`config.mk`:
```
export PLATFORM = sky130hd
export DESIGN_NAME = pipeline_run_controller
export DESIGN_NICKNAME = d
export VERILOG_FILES = /design/src/rtl/pipeline_run_controller.sv
export SDC_FILE = /design/constraint.sdc
export NUM_CORES = 1
export LEC_CHECK = 0
export ABC_AREA = 1
export CORE_ASPECT_RATIO = 1.2
export CORE_MARGIN = 2
export CORE_UTILIZATION = 55
export CTS_BUF_LIST = sky130_fd_sc_hd__clkbuf_4
export DETAILED_ROUTE_END_ITERATION = 12
export GPL_TIMING_DRIVEN = 0
export PLACE_DENSITY = 0.83
export SETUP_SLACK_MARGIN = 0.4
export SLEW_MARGIN = 20
export SYNTH_ARGS = -nofsm -noshare
export SYNTH_HDL_FRONTEND = slang
export SYNTH_SLANG_ARGS = --single-unit
```
`constraint.sdc`:
```
create_clock -name clk -period 4.2 [get_ports clk]
set_input_delay 0.84 -clock clk [delete_from_list [all_inputs] [get_ports clk]]
set_output_delay 0.84 -clock clk [all_outputs]
set_load 0.01 [all_outputs]
```
`src/rtl/pipeline_run_controller.sv`:
```
// rtl/pipeline_run_controller.sv - run/step/pause/clear sequencer with HALT detect and drain for the 5-stage pipeline
// Optional RUN watchdog enabled by defining MIPS_RUN_WATCHDOG_EN.
module pipeline_run_controller #(
  parameter int         PIPE_DEPTH  = 5,
  parameter int         CNT_W       = 32,
  parameter logic [5:0] HALT_OPCODE = 6'b111111,
  parameter int         WDOG_CYCLES = 1000000
) (
  input  logic             clk,
  input  logic             rst_n,
  input  logic             cmd_valid,
  output logic             cmd_ready,
  input  logic [1:0]       cmd,
  input  logic [5:0]       id_opcode,
  input  logic             id_valid,
  output logic             pc_enable,
  output logic             pipe_enable,
  output logic             pipe_clear,
  output logic             done,
  output logic             timeout,
  output logic [CNT_W-1:0] cycle_count
);

  typedef enum logic [2:0] {
    S_IDLE  = 3'd0,
    S_RUN   = 3'd1,
    S_STEP  = 3'd2,
    S_DRAIN = 3'd3,
    S_DONE  = 3'd4
  } state_t;

  localparam logic [1:0] CMD_RUN   = 2'b00;
  localparam logic [1:0] CMD_STEP  = 2'b01;
  localparam logic [1:0] CMD_PAUSE = 2'b10;
  localparam logic [1:0] CMD_CLEAR = 2'b11;

  // Drain covers EX, MEM and WB; the counter is loaded with the last index.
  localparam int         DRAIN_LEN  = PIPE_DEPTH - 2;
  localparam logic [7:0] DRAIN_LAST = 8'(DRAIN_LEN - 1);

  state_t     state, state_next;
  logic [7:0] drain_cnt;
  logic       cmd_accept;
  logic       halt_seen;
  logic       clear_req;
  logic       wdog_hit;
  logic       wdog_expire;
  logic       count_sat;

  assign halt_seen = id_valid && (id_opcode == HALT_OPCODE);
  assign count_sat = (cycle_count == {CNT_W{1'b1}});

`ifdef MIPS_RUN_WATCHDOG_EN
  localparam logic [CNT_W-1:0] WDOG_LIMIT = CNT_W'(WDOG_CYCLES);
  // True on the enabled cycle whose increment lands exactly on the budget.
  assign wdog_hit = !count_sat && ((cycle_count + 1'b1) == WDOG_LIMIT);
`else
  assign wdog_hit = 1'b0;
`endif

  always_ff @(posedge clk or negedge rst_n) begin
    if (!rst_n) begin
      state <= S_IDLE;
    end else begin
      state <= state_next;
    end
  end

  always_comb begin
    state_next  = state;
    clear_req   = 1'b0;
    wdog_expire = 1'b0;
    pc_enable   = 1'b0;
    pipe_enable = 1'b0;
    cmd_ready   = 1'b0;
    cmd_accept  = 1'b0;
    case (state)
      S_IDLE: begin
        cmd_ready  = 1'b1;
        cmd_accept = cmd_valid;
        if (cmd_accept) begin
          case (cmd)
            CMD_RUN:   state_next = S_RUN;
            CMD_STEP:  state_next = S_STEP;
            CMD_CLEAR: clear_req  = 1'b1;
            default:   state_next = S_IDLE;
          endcase
        end
      end
      S_RUN: begin
        cmd_ready   = 1'b1;
        cmd_accept  = cmd_valid;
        pc_enable   = 1'b1;
        pipe_enable = 1'b1;
        // Halt outranks both watchdog expiry and a same-cycle PAUSE.
        if (halt_seen) begin
          state_next = S_DRAIN;
        end else if (wdog_hit) begin
          state_next  = S_DONE;
          wdog_expire = 1'b1;
        end else if (cmd_accept && (cmd == CMD_PAUSE)) begin
          state_next = S_IDLE;
        end
      end
      S_STEP: begin
        pc_enable   = 1'b1;
        pipe_enable = 1'b1;
        state_next  = halt_seen ? S_DRAIN : S_IDLE;
      end
      S_DRAIN: begin
        pipe_enable = 1'b1;
        if (drain_cnt == 8'd0) begin
          state_next = S_DONE;
        end
      end
      S_DONE: begin
        cmd_ready  = 1'b1;
        cmd_accept = cmd_valid;
        if (cmd_accept && (cmd == CMD_CLEAR)) begin
          state_next = S_IDLE;
          clear_req  = 1'b1;
        end
      end
      default: state_next = S_IDLE;
    endcase
  end

  always_ff @(posedge clk or negedge rst_n) begin
    if (!rst_n) begin
      pipe_clear  <= 1'b0;
      done        <= 1'b0;
      timeout     <= 1'b0;
      cycle_count <= '0;
      drain_cnt   <= 8'd0;
    end else begin
      // Back-to-back CLEARs still give isolated one-cycle pulses.
      pipe_clear <= clear_req && !pipe_clear;
      done       <= (state_next == S_DONE);
`ifdef MIPS_RUN_WATCHDOG_EN
      if (wdog_expire) begin
        timeout <= 1'b1;
      end else if (state_next != S_DONE) begin
        timeout <= 1'b0;
      end
`else
      timeout <= 1'b0;
`endif
      if (clear_req) begin
        cycle_count <= '0;
      end else if (pipe_enable && !count_sat) begin
        cycle_count <= cycle_count + 1'b1;
      end
      if ((state_next == S_DRAIN) && (state != S_DRAIN)) begin
        drain_cnt <= DRAIN_LAST;
      end else if ((state == S_DRAIN) && (drain_cnt != 8'd0)) begin
        drain_cnt <= drain_cnt - 8'd1;
      end
    end
  end

endmodule

```
==> summary.md <==
| Metric | Value |
|---|---|
| Result of the run | finished, final reports clean |
| Half-perimeter wire length after placement | approximately 6.0 mm |
| Final number of max-transition violations | 0 |
| Initial Util | 56.2% |
| Startpoint type of the worst setup path | register |
| Fraction of layout cells with a size suffix above 1 | 6.11% |
| Critical Path Max Stage Delay | 0.53 ns |
| Global placer's final weighted congestion | 0.920 |
| Maximum resistive drop on vdd | 0.000341 V |
| Tcrit/Tclk final | 62.5% |
| Tightest Pin Transition | 0.665 ns |
| Synthesized flop and latch total | between 40 and 50 |
| Class of the most critical setup path | register to output port |
| Die width | 70.7 um |
| Worst-path cell chain | nor3_1, inv_1, nand2_1, clkdlybuf4s50_1 |
| Synth Net Count | 464 |
| Cell at the slowest stage of the critical path | clkdlybuf4s50_1 |
| Post-Syn Instances | 450 |
| Setup violators final | 0 |
| Proportion of register bits with asynchronous set or reset after synthesis | 100% |
| Total buffers and inverters traversed by the critical path | 2 |
| Port bufs | 48 |
| Drt drc | 0 |
| Most common cell after layout, fill and taps aside | nand2_1 |
| Global-route wire length before repair | 13.1 mm |
| Clock tree from TritonCTS | done |
| Main synth FF type | dfrtp_1 |
| Largest net degree at the start of global routing | 28 |
| Core Rows | 29 |
| Number of buffers inserted during clock tree synthesis | 5 |
| Number of synthesized flops with an enable pin | 0 |
| Area of placed instances | 0.00351 sq mm |
| Cell area after layout | 0.00359 sq mm |
| RSZ-0062 raised after global routing | no |
| Critical path peak fanout | 6 |
| Maxcap violations | 0 |
| Most frequent cells in the layout | 176 x nand2_1, 82 x nor2_1, 47 x clkdlybuf4s50_1, 45 x dfrtp_1, 36 x nand3_1 |
| Final Util | 68.8% |
| CTS H-tree lvls | 2 |
| Power Total | approximately 1.7 mW |
| Standby leakage power | about 1.7 nW |
| Total overflow reported by the global router | 0 |
| Worst Clk Skew | between 0.02 and 0.025 ns |
| Routed len/inst | roughly 14 um |
| Number of nets still failing antenna checks after routing | 0 |
| Highest attainable clock frequency | between 300 and 400 MHz |
| Fin nets | 520 |
| Family with the most delay on the worst path | buffers and inverters |
| Final total negative setup slack | 0 ns |
| CTS Hold Bufs | 0 |
| Detailed-route vias per instance | 5.28 |
| Total number of vias | 3,002 |
| Overall die area | 0.00594 sq mm |
| Data required, critical path | 3.36 ns |
| Antenna violations before repair | 0 |
| # IOs | 50 |
| Final worst slack | 1.58 ns |
| CP Capture Type | output port |
| Core area | about 0.0052 sq mm |
| Sequential cell area fraction in the yosys report | 38.4% |
| Syn Area/Cell | around 6.5 sq um |
| DRT iter0 DRCs | 215 |
| Post-cts repair resize count | 0 |
| Detailed-router iteration count before antenna repair | 4 |
| Worst-case headroom to the max-slew limit | 55.7% |
| Total power divided by cell area | 461 mW/mm^2 |
| Syn-to-layout area delta | 22.5% |
| Total routing resource utilization after global routing | 27.6% |
| Die height | 84.0 um |
| Synth warnings | 0 |
| Min cycle time layout | 2.62 ns |
| Overall routed net length | 7.72 mm |
| Synth unique cells | 28 |
| Post-Place Setup Slack | 1.49 ns |
| Clock root buffer | clkbuf_4 |
| Antenna cells | 0 |
| Netlist Area Pre-Place | 0.00293 sq mm |
| Sinks on the clock net | 45 |
| Worst min path class | register to register |
| Via count of the first global-routing pass | about 3,000 |
| Final Hold Fails | 0 |
| Clock Latency Late Sink | about 0.38 ns |
| Arrival time of the worst setup path | 1.78 ns |
| Clock input transition at the sequential cells of the worst setup and hold paths | 0.12 ns |
| Post-CTS Setup Repair Bufs | 0 |
| CTS Buffer Depth | 2 |
[worst paths after layout]
kind	from	endpoint	slack [ns]	cells past startpoint
max	state[2]	pc_enable	1.58	4
min	pipe_clear	pipe_clear	0.43	1
max reg2reg	cycle_count[0]	cycle_count[3]	1.96	13
min reg2reg	pipe_clear	pipe_clear	0.43	1
max in group asynchronous	rst_n	cycle_count[10]	3.17	2
min in group asynchronous	rst_n	cycle_count[2]	0.47	1
[cells by family (layout without fill, tap and decap cells)]
group / count (synthesis) / in the layout / share of synthesized area [%]
AOI/OAI and AO/OA: 11 / 11 / 2.05
xor gates and xnor gates: 15 / 15 / 4.48
adders and majority gates: 2 / 2 / 0.853
buffers and inverters: 45 / 102 / 6.52
DFF: 45 / 45 / 38.4
other: 1 / 1 / 0.128
and+or+nand+nor: 331 / 331 / 47.6
[layout make-up]
type,count,area (sq um)
buffer,8,52.6
inverter,37,139
multi-input combinational,360,1620
timing repair buffer,49,503
fill,470,1630
tap,62,77.6
clock inverter,2,33.8
sequential,45,1130
clock buffer,6,45.0
[power by group]
group | switching [mW] | total (mW) | internal (mW)
Clock | 0.143 | 0.273 | 0.131
Sequential | 0.102 | 0.620 | 0.518
Combinational | 0.455 | 0.763 | 0.308
[worst register-to-register path, delay by kind of cell, from the launching register on]
kind / cells / cell delay (ns)
AND/OR/NAND/NOR: 8 / 0.81
flip-flops: 1 / 0.52
buffers and inverters: 4 / 0.51
adder cells (fa/ha/maj): 1 / 0.36
[state kept, by name, indices dropped and copies added (netlist names)]
register / flops
cycle_count: 32
drain_cnt: 8
state: 3
done: 1
pipe_clear: 1
[synthesized netlist by cell type (3+ instances only)]
| cell | count | share of area (%) |
|---|---|---|
| nor2_2 | 3 | 0.64 |
| nand3_1 | 36 | 6.1 |
| nor2_1 | 82 | 10 |
| dfrtp_1 | 45 | 38 |
| or2_2 | 4 | 0.85 |
| buf_2 | 3 | 0.51 |
| a21oi_1 | 5 | 0.85 |
| nand2_2 | 3 | 0.64 |
| nand4_1 | 18 | 3.8 |
| inv_1 | 34 | 4.3 |
| xor2_1 | 14 | 4.2 |
| inv_2 | 3 | 0.38 |
| nand2_1 | 176 | 23 |
| o21ai_0 | 4 | 0.68 |
[metrics by stage]
stage | cells | hold WS, ns
after global placement | 560 | 0.412
after floorplan | 450 | 0.472
after detailed placement | 561 | 0.414
after CTS | 569 | 0.433
after global routing | 569 | 0.467
final | 569 | 0.431
[metal layers]
layer / vias to the layer above / share of wire, % / GRT usage (%)
li1: 1520 / - / -
met1: 1387 / 41 / 31.4
met2: 76 / 52 / 50.0
met3: 19 / 4.5 / 4.83
met4: 0 / 2.6 / 11.8
met5: - / 0 / 0
No activity file was read; power rests on OpenSTA's default activity.
